File: src/rtl/pipe_if_stage_if.sv
// Instruction-memory read channel between the fetch stage (master) and imem (slave).
interface pipe_if_stage_if;
  logic        imem_rd;
  logic [31:0] imem_addr;
  logic [31:0] imem_rdata;
  logic        imem_ack;

  modport master (
    output imem_rd,
    output imem_addr,
    input  imem_rdata,
    input  imem_ack
  );

  modport slave (
    input  imem_rd,
    input  imem_addr,
    output imem_rdata,
    output imem_ack
  );
endinterface

File: src/rtl/pipe_if_stage.sv
// Instruction-fetch stage: PC, imem read handshake, IF/ID register, load-use hold
// and delayed-slot redirect with a pending target when no fetch completes.
module pipe_if_stage (
  input  logic                     clock,
  input  logic                     reset,
  input  logic                     wpcir,
  input  logic [1:0]               pcsource,
  input  logic [31:0]              bpc,
  input  logic [31:0]              rpc,
  input  logic [31:0]              jpc,
  pipe_if_stage_if.master          imem,
  output logic [31:0]              pc,
  output logic [31:0]              dinst,
  output logic [31:0]              dpc4,
  output logic                     dvalid
);

  localparam int unsigned XLEN = 32;

  typedef enum logic [1:0] {
    ST_IDLE = 2'd0,
    ST_REQ  = 2'd1,
    ST_HOLD = 2'd2
  } state_e;

  state_e            state_q;
  logic [XLEN-1:0]   pc_q;
  logic [XLEN-1:0]   dinst_q;
  logic [XLEN-1:0]   dpc4_q;
  logic              dvalid_q;
  logic [XLEN-1:0]   hold_q;
  logic              pend_q;
  logic [XLEN-1:0]   redir_q;
  logic              rd_q;

  logic [XLEN-1:0]   pc4_c;
  logic [XLEN-1:0]   target_c;
  logic              redir_live_c;
  logic [XLEN-1:0]   next_pc_c;
  logic              fetch_done_c;
  logic [XLEN-1:0]   fetch_word_c;

  // Next-PC selection: a stored redirect outranks the live one, pcsource only counts for a real instruction.
  always_comb begin
    pc4_c        = pc_q + XLEN'(4);
    target_c     = pc4_c;
    unique case (pcsource)
      2'b01:   target_c = bpc;
      2'b10:   target_c = rpc;
      2'b11:   target_c = jpc;
      default: target_c = pc4_c;
    endcase
    redir_live_c = dvalid_q && (pcsource != 2'b00);
    if (pend_q) begin
      next_pc_c = redir_q;
    end else if (redir_live_c) begin
      next_pc_c = target_c;
    end else begin
      next_pc_c = pc4_c;
    end
    fetch_done_c = wpcir && (((state_q == ST_REQ) && imem.imem_ack) || (state_q == ST_HOLD));
    fetch_word_c = (state_q == ST_HOLD) ? hold_q : imem.imem_rdata;
  end

  always_ff @(posedge clock) begin
    if (reset) begin
      state_q  <= ST_IDLE;
      pc_q     <= '0;
      dinst_q  <= '0;
      dpc4_q   <= '0;
      dvalid_q <= 1'b0;
      hold_q   <= '0;
      pend_q   <= 1'b0;
      redir_q  <= '0;
      rd_q     <= 1'b0;
    end else begin
      unique case (state_q)
        ST_IDLE: begin
          state_q <= ST_REQ;
          rd_q    <= 1'b1;
        end
        ST_REQ: begin
          if (imem.imem_ack && !wpcir) begin
            hold_q  <= imem.imem_rdata;
            state_q <= ST_HOLD;
            rd_q    <= 1'b0;
          end else if (!imem.imem_ack && wpcir) begin
            dinst_q  <= '0;
            dvalid_q <= 1'b0;
          end
        end
        ST_HOLD: begin
          if (wpcir) begin
            state_q <= ST_REQ;
            rd_q    <= 1'b1;
          end
        end
        default: begin
          state_q <= ST_IDLE;
          rd_q    <= 1'b0;
        end
      endcase

      if (fetch_done_c) begin
        dinst_q  <= fetch_word_c;
        dpc4_q   <= pc4_c;
        dvalid_q <= 1'b1;
        pc_q     <= next_pc_c;
      end

      // A redirect leaving ID without a completing fetch is parked for the next completion.
      if (fetch_done_c) begin
        pend_q <= 1'b0;
      end else if (redir_live_c && wpcir) begin
        pend_q  <= 1'b1;
        redir_q <= target_c;
      end
    end
  end

  assign imem.imem_rd   = rd_q;
  assign imem.imem_addr = pc_q;
  assign pc             = pc_q;
  assign dinst          = dinst_q;
  assign dpc4           = dpc4_q;
  assign dvalid         = dvalid_q;

endmodule

File: src/flat_wrapper.sv
// flat-port wrapper written by rule: the top's interface ports become plain ports
module pipe_if_stage_flat 
  (clock, reset, wpcir, pcsource, bpc, rpc, jpc, pc, dinst, dpc4, dvalid, imem_imem_rd, imem_imem_addr, imem_imem_rdata, imem_imem_ack);
  pipe_if_stage_if imem_i ();
  input  logic clock;
  input  logic reset;
  input  logic wpcir;
  input  logic [1:0] pcsource;
  input  logic [31:0] bpc;
  input  logic [31:0] rpc;
  input  logic [31:0] jpc;
  output logic [31:0] pc;
  output logic [31:0] dinst;
  output logic [31:0] dpc4;
  output logic dvalid;
  output wire logic [$bits(imem_i.imem_rd)-1:0] imem_imem_rd;
  output wire logic [$bits(imem_i.imem_addr)-1:0] imem_imem_addr;
  input wire logic [$bits(imem_i.imem_rdata)-1:0] imem_imem_rdata;
  input wire logic [$bits(imem_i.imem_ack)-1:0] imem_imem_ack;
  assign imem_imem_rd = imem_i.imem_rd;
  assign imem_imem_addr = imem_i.imem_addr;
  assign imem_i.imem_rdata = imem_imem_rdata;
  assign imem_i.imem_ack = imem_imem_ack;
  pipe_if_stage u_core (.clock(clock), .reset(reset), .wpcir(wpcir), .pcsource(pcsource), .bpc(bpc), .rpc(rpc), .jpc(jpc), .imem(imem_i), .pc(pc), .dinst(dinst), .dpc4(dpc4), .dvalid(dvalid));
endmodule
File: config.mk
export PLATFORM = sky130hd
export DESIGN_NAME = pipe_if_stage_flat
export DESIGN_NICKNAME = d
export VERILOG_FILES = /design/src/rtl/pipe_if_stage_if.sv /design/src/rtl/pipe_if_stage.sv /design/src/flat_wrapper.sv
export SDC_FILE = /design/constraint.sdc
export NUM_CORES = 1
export LEC_CHECK = 0
export ABC_AREA = 1
export BUFFER_PORTS_ARGS = -buffer_cell sky130_fd_sc_hd__buf_2
export CORE_ASPECT_RATIO = 1.75
export CORE_MARGIN = 1.5
export CORE_UTILIZATION = 40
export CTS_CLUSTER_DIAMETER = 150
export CTS_CLUSTER_SIZE = 25
export DETAILED_ROUTE_END_ITERATION = 8
export GPL_TIMING_DRIVEN = 0
export PLACE_DENSITY = 0.66
export SLEW_MARGIN = 40
export SYNTH_ARGS = -nofsm -noshare
export SYNTH_HDL_FRONTEND = slang
export SYNTH_SLANG_ARGS = --single-unit
File: constraint.sdc
create_clock -name clock -period 1.7 [get_ports clock]
set_input_delay 0.34 -clock clock [delete_from_list [all_inputs] [get_ports clock]]
set_output_delay 0.34 -clock clock [all_outputs]
set_load 0.03 [all_outputs]
==> flow_metrics.env, run 1 <==
export IMPL_syn_avg_cell_area_um2=7.090
export IMPL_min_path_cells=2
export IMPL_internal_power_mw=6.928
export IMPL_start_util=0.4084
export IMPL_criticalPathCategory="reg -> reg"
export IMPL_p_total_mw=9.719
export IMPL_detailed_place_area_um2=9722
export IMPL_clock_path_buffers=2
export IMPL_ctsHoldBuffers=0
export IMPL_fin_worst_skew_ns=0.01419
export IMPL_slew_headroom=0.5241
export IMPL_rsz0062_at_grt="yes"
export IMPL_die_w_um=110.5
export IMPL_p_switching_mw=2.791
export IMPL_vias=8689
export IMPL_clk_latency_ns=0.44
export IMPL_cp_cell_sequence="nand2_4 -> nor2_1 -> clkbuf_1 -> a21oi_1 -> a21oi_1"
export IMPL_final_common_cell="nand2_1"
export IMPL_drt_iter0_markers=609
export IMPL_hold_violations=0
export IMPL_dieArea_um2=21140
export IMPL_maxCapViolCount=0
export IMPL_vdd_ir_drop_max_v=0.0006670
export IMPL_fin_hold_ws_ns=0.1359
export IMPL_swShare=0.2871
export IMPL_p_clk_frac=0.424
export IMPL_hp_class="in -> reg"
export IMPL_period_minus_slack_ns=1.694
export IMPL_grt_max_degree=17
export IMPL_synth_net_count=1277
export IMPL_cp_end_kind="flop"
export IMPL_ys_warn_count=0
export IMPL_post_route_period_util=0.9962
export IMPL_rows=68
export IMPL_fin_cells=1691
export IMPL_fin_ws_ns=0.006461
export IMPL_async_flop_share=0
export IMPL_drcViolationCount=0
export IMPL_synth_cells=1142
export IMPL_start_kind="flop"
export IMPL_critical_path_most_common_cell="a21oi_1"
export IMPL_clock_fmax_ghz=0.5905
export IMPL_num_io_pins=264
export IMPL_synth_edf_count=0
export IMPL_dp_hpwl_um=22120
export IMPL_r2r_cells=5
export IMPL_outcome="finished, final reports clean"
export IMPL_ys_seq_area_frac=0.4055
export IMPL_wire_per_inst_um=16.74
export IMPL_leakage_nw=5.000
export IMPL_critPathRequiredTime_ns=2.05
export IMPL_placed_cells=1650
export IMPL_worst_slew_pin_slew_ns=0.7138
export IMPL_routed_wl_um=28310
export IMPL_fillers=1978
export IMPL_nets=1568
export IMPL_numCtsBuffers=17
export IMPL_ys_types=43
export IMPL_hold_start="imem_imem_ack"
export IMPL_crit_buf_inv=1
export IMPL_place_ws_ns=-0.3319
export IMPL_critPathTopFamily="buffers and inverters"
export IMPL_p_per_area_nw_per_um2=908.0
export IMPL_maxSlewViolCount=0
export IMPL_dr_pass1_iters=5
export IMPL_crit_fanout=10
export IMPL_viasPerCell=5.138
export IMPL_ctsRootBufferMaster="clkbuf_16"
export IMPL_cp_data_arrival_time_ns=2.04
export IMPL_grt_pass1_vias=8171
export IMPL_min_to="u_core.state_q[0]"
export IMPL_io_buffer_count=263
export IMPL_synth_seq_cells=164
export IMPL_drive_gt1_frac=0.3237
export IMPL_grt_pass1_wl_um=42880
export IMPL_antenna_found_initial=0
export IMPL_gp_congestion=0.9211
export IMPL_stdcell_area_um2=10700
export IMPL_final_cell_mix="nand2_1 (328), buf_2 (281), dfxtp_1 (137)"
export IMPL_die_y_um=191.2
export IMPL_pwr_share_comb=0.151
export IMPL_cts_sinks=164
export IMPL_cp_slowest_cell="clkbuf_1"
export IMPL_timing_rr_start="u_core.dvalid"
export IMPL_area_growth_pct=32.21
export IMPL_grt_total_usage=0.2591
export IMPL_syn_area_um2=8097
export IMPL_drt_antenna_violating_nets=0
export IMPL_final_setup_viol_count=0
export IMPL_globalRoute_totalOverflow=0
export IMPL_antennaDiodeCount=0
export IMPL_coreArea_um2=19820
export IMPL_ys_flop_type="dfxtp_1"
export IMPL_critPathMaxStageDelay_ns=0.56
export IMPL_r2r_end="u_core.imem.imem_addr[22]"
export IMPL_h_tree_depth=4
export IMPL_r2r_setup_slack_ns=0.006
export IMPL_cts_tree="done"
export IMPL_power_frac_seq=0.425
export IMPL_clk_pin_slew_worst_paths_ns=0.07
==> cells in the mapped netlist, types with 2 or more instances <==
cell type  instances  area (um2)
inv_1             67       251.5
xor2_1            13       113.9
o211a_1            2       20.02
a211oi_2           3       37.54
or2_2              2       12.51
o22ai_1            2       12.51
o211ai_1           2       15.01
o21ai_0          133       665.6
a31oi_1            2       12.51
nand2_1          330        1239
buf_6              3       33.78
nor2_2             5       31.28
o2111ai_1          3       26.28
nand3b_1           8       60.06
a32o_1            32       320.3
nand4_1            3       18.77
a22oi_1            4       30.03
buf_1              2       7.510
a211oi_1           4       30.03
nor2_4             5       56.30
buf_2             26       130.1
nand2_4            3       33.78
o21ai_1            2       10.01
nor2_1            74       277.8
nand3_1           44       220.2
dfxtp_1          164        3283
o21bai_1           2       15.01
clkbuf_1          33       123.9
inv_2              9       33.78
a21oi_1          102       510.5
a22o_1             9       78.83
buf_4             38       285.3
==> metrics by stage <==
step                      setup TNS (ns)    util
final                                  0  0.5400
after detailed placement          -11.18  0.4904
after global routing            -0.05077  0.5400
after global placement            -10.07  0.4904
after CTS                              0  0.5256
after floorplan                        0       -
==> worst max-delay path by stage <==
stage                               from                   endpoint  slack, ns  depth (start not counted)
4_1_cts        u_core.imem.imem_addr[19]  u_core.imem.imem_addr[31]     0.0007                         11
5_1_grt                    u_core.dvalid  u_core.imem.imem_addr[23]      -0.01                          5
2_1_floorplan          u_core.state_q[0]   u_core.imem.imem_addr[5]      0.008                          9
6_report                   u_core.dvalid  u_core.imem.imem_addr[22]      0.006                          5
3_5_place_dp                       reset          u_core.hold_q[26]      -0.33                          6
3_3_place_gp                       reset          u_core.hold_q[30]      -0.29                          6
==> cell families after synthesis <==
logic type / Yosys count / synth area share
and+or+nand+nor: 478 / 0.2456
AOI/OAI and AO/OA: 306 / 0.2242
buffers and inverters: 179 / 0.1080
DFF: 164 / 0.4055
xor gates and xnor gates: 14 / 0.01514
adders and majority gates: 1 / 0.001545
==> worst reg2reg max path, delay by kind of cell, from the launching register on <==
kind	cells	cell delay (ns)
AO/OA/AOI/OAI	2	0.38
AND/OR/NAND/NOR	2	0.27
buffers and inverters	1	0.56
flip-flops	1	0.42
==> state kept, by name, indices dropped and copies added, names as in the netlist <==
name                   flops
u_core.dpc4               32
u_core.state_q             2
u_core.imem.imem_addr     32
u_core.pend_q              1
u_core.dvalid              1
u_core.hold_q             32
u_core.redir_q            32
u_core.dinst              32
==> layer usage <==
layer	share of wire	wire length (um)	GRT usage
met2	0.55	15620	0.5121
met4	0.040	1146	0.1361
met1	0.36	10310	0.2609
met5	0	0	0
met3	0.044	1236	0.03171
==> cell type report <==
class / instances / area [um2] / share of cell area
multi-input combinational: 799 / 4091 / 0.3822
buffer: 102 / 635.6 / 0.05938
clock buffer: 19 / 452.9 / 0.04231
tap: 245 / 306.5 / 0.02864
sequential: 164 / 3329 / 0.3110
timing repair buffer: 272 / 1419 / 0.1326
inverter: 77 / 299.0 / 0.02794
clock inverter: 13 / 170.2 / 0.01590
==> repair_timing <==
| action | in CTS | in global routing |
|---|---|---|
| gates cloned | 0 | 2 |
| buffers inserted | 0 | 7 |
| gates resized for setup | 27 | 79 |
| setup endpoints to repair | 30 | 88 |
| pin swaps | 1 | 12 |
==> power groups by stage <==
stage | clock (mW) | sequential [mW] | combinational [mW]
after floorplan | 0 | 4.34 | 0.717
after global placement | 0 | 4.20 | 1.39
after detailed placement | 0 | 4.20 | 1.41
after CTS | 4.15 | 4.12 | 1.42
after global routing | 4.30 | 4.14 | 1.60
final | 4.12 | 4.13 | 1.47
Note: power is estimated with default switching activity, not from simulation.
==> run 2: changes to the inputs <==
--- a/config.mk
+++ b/config.mk
@@ -15,6 +15,8 @@
 export DETAILED_ROUTE_END_ITERATION = 8
 export GPL_TIMING_DRIVEN = 0
 export PLACE_DENSITY = 0.66
+export SETUP_SLACK_MARGIN = 0.02
+export SKIP_CTS_REPAIR_TIMING = 1
 export SLEW_MARGIN = 40
 export SYNTH_ARGS = -nofsm -noshare
 export SYNTH_HDL_FRONTEND = slang
==> run 2 against run 1 <==
Global-route usage fell by 0.15 points; design area fell by 1.0%; wire length fell by 1.3%; register-to-register slack improved by 0.06 ns; die area did not move; worst setup slack improved by 0.059 ns; critical path depth rose by 2; sequential cell count did not move; critical endpoint is now u_core.imem.imem_addr[8]; largest cell class unchanged; highest routed layer unchanged.
==> flow_metrics.env, run 2 (synthesized netlist as in run 1, its figures left out) <==
export IMPL_worst_slew_pin_slew_ns=0.6872
export IMPL_p_total_mw=9.586
export IMPL_critPathRequiredTime_ns=2.02
export IMPL_globalRoute_totalOverflow=0
export IMPL_dp_hpwl_um=22080
export IMPL_fin_cells=1689
export IMPL_die_w_um=110.5
export IMPL_fin_worst_skew_ns=0.01463
export IMPL_antenna_found_initial=1
export IMPL_fin_hold_ws_ns=0.1699
export IMPL_power_frac_seq=0.430
export IMPL_maxCapViolCount=0
export IMPL_final_util=0.5345
export IMPL_cp_end_kind="flop"
export IMPL_num_io_pins=264
export IMPL_io_buffer_count=263
export IMPL_grt_max_degree=17
export IMPL_clk_pin_slew_worst_paths_ns=0.07
export IMPL_clk_latency_ns=0.43
export IMPL_final_common_cell="nand2_1"
export IMPL_pwr_share_comb=0.151
export IMPL_grt_total_usage=0.2576
export IMPL_dr_pass1_iters=5
export IMPL_die_y_um=191.2
export IMPL_p_per_area_nw_per_um2=904.7
export IMPL_gp_congestion=0.9070
export IMPL_h_tree_depth=4
export IMPL_vias=8803
export IMPL_hold_violations=0
export IMPL_leakage_nw=4.978
export IMPL_area_growth_pct=30.86
export IMPL_outcome="finished, final reports clean"
export IMPL_coreArea_um2=19820
export IMPL_clock_path_buffers=2
export IMPL_routed_wl_um=27950
export IMPL_drcViolationCount=0
export IMPL_swShare=0.2889
export IMPL_cts_sinks=164
export IMPL_grt_pass1_vias=8285
export IMPL_start_util=0.4084
export IMPL_drt_antenna_violating_nets=0
export IMPL_wire_per_inst_um=16.55
export IMPL_placed_cells=1650
export IMPL_rsz0062_at_grt="yes"
export IMPL_drive_gt1_frac=0.3188
export IMPL_rows=68
export IMPL_dieArea_um2=21140
export IMPL_hp_class="in -> reg"
export IMPL_internal_power_mw=6.817
export IMPL_period_minus_slack_ns=1.635
export IMPL_viasPerCell=5.212
export IMPL_numCtsBuffers=17
export IMPL_clock_fmax_ghz=0.6118
export IMPL_criticalPathCategory="reg -> reg"
export IMPL_crit_fanout=10
export IMPL_ctsRootBufferMaster="clkbuf_16"
export IMPL_nets=1565
export IMPL_cts_tree="done"
export IMPL_place_ws_ns=-0.3013
export IMPL_cp_data_arrival_time_ns=1.96
export IMPL_detailed_place_area_um2=9723
export IMPL_final_setup_viol_count=0
export IMPL_start_kind="flop"
export IMPL_drt_iter0_markers=621
export IMPL_stdcell_area_um2=10600
export IMPL_fin_setup_tns_ns=0
export IMPL_fillers=2047
export IMPL_p_clk_frac=0.418
export IMPL_grt_pass1_wl_um=42810
export IMPL_maxSlewViolCount=0
export IMPL_p_switching_mw=2.769
export IMPL_final_cell_mix="nand2_1 (327), buf_2 (285), dfxtp_1 (139)"
export IMPL_fin_ws_ns=0.06537
export IMPL_post_route_period_util=0.9615
export IMPL_slew_headroom=0.5418
export IMPL_vdd_ir_drop_max_v=0.0007591
==> run 2: changes by cell type in the layout (fill, tap and decap cells not counted), sizes merged <==
cell / change
bufinv: -1
diode: +1
clkinv: +2
clkbuf: -2
clkinvlp: -2
==> run 2: path summary, 6_finish.rpt <==
| check | start | end | slack (ns) | cells after the start |
|---|---|---|---|---|
| max | u_core.pend_q | u_core.imem.imem_addr[8] | 0.07 | 7 |
| max reg2reg | u_core.pend_q | u_core.imem.imem_addr[8] | 0.07 | 7 |
| min | imem_imem_ack | u_core.state_q[0] | 0.17 | 2 |
| min reg2reg | u_core.dpc4[28] | u_core.dpc4[28] | 0.45 | 2 |
==> run 2: final cells by class <==
type | count | area, um2 | area share
multi-input cells | 799 | 4063 | 0.3834
well taps | 245 | 306.5 | 0.02893
diodes | 1 | 2.502 | 0.0002362
repair buffers | 269 | 1374 | 0.1297
clock inverters | 12 | 145.1 | 0.01370
plain buffers | 102 | 619.3 | 0.05846
inverters | 77 | 294.0 | 0.02775
flip-flops and latches | 164 | 3324 | 0.3138
clock buffers | 20 | 466.7 | 0.04405
==> run 2: power groups by stage <==
stage          Clock [mW]  Sequential, mW  Combinational [mW]
2_1_floorplan           0            4.34               0.717
3_3_place_gp            0            4.20                1.39
3_5_place_dp            0            4.20                1.41
4_1_cts              4.06            4.12                1.41
5_1_grt              4.19            4.14                1.58
6_report             4.01            4.13                1.45
==> run 2: metal layers <==
layer  track usage  vias to the layer above  routed length [um]
li1              -                     4339                   -
met1        0.2643                     4070               10310
met2        0.5040                      325               15230
met3       0.03900                       69                1305
met4        0.1223                        0                1107
met5             0                        -                   0
==> run 2: critical path: stages (launching register included) <==
cell and delay [ns]:
dfxtp_1 0.34, inv_1 0.20, nand2_1 0.21, inv_1 0.20, buf_2 0.31, nand2_1 0.10, o2111ai_1 0.10, nand2_1 0.07
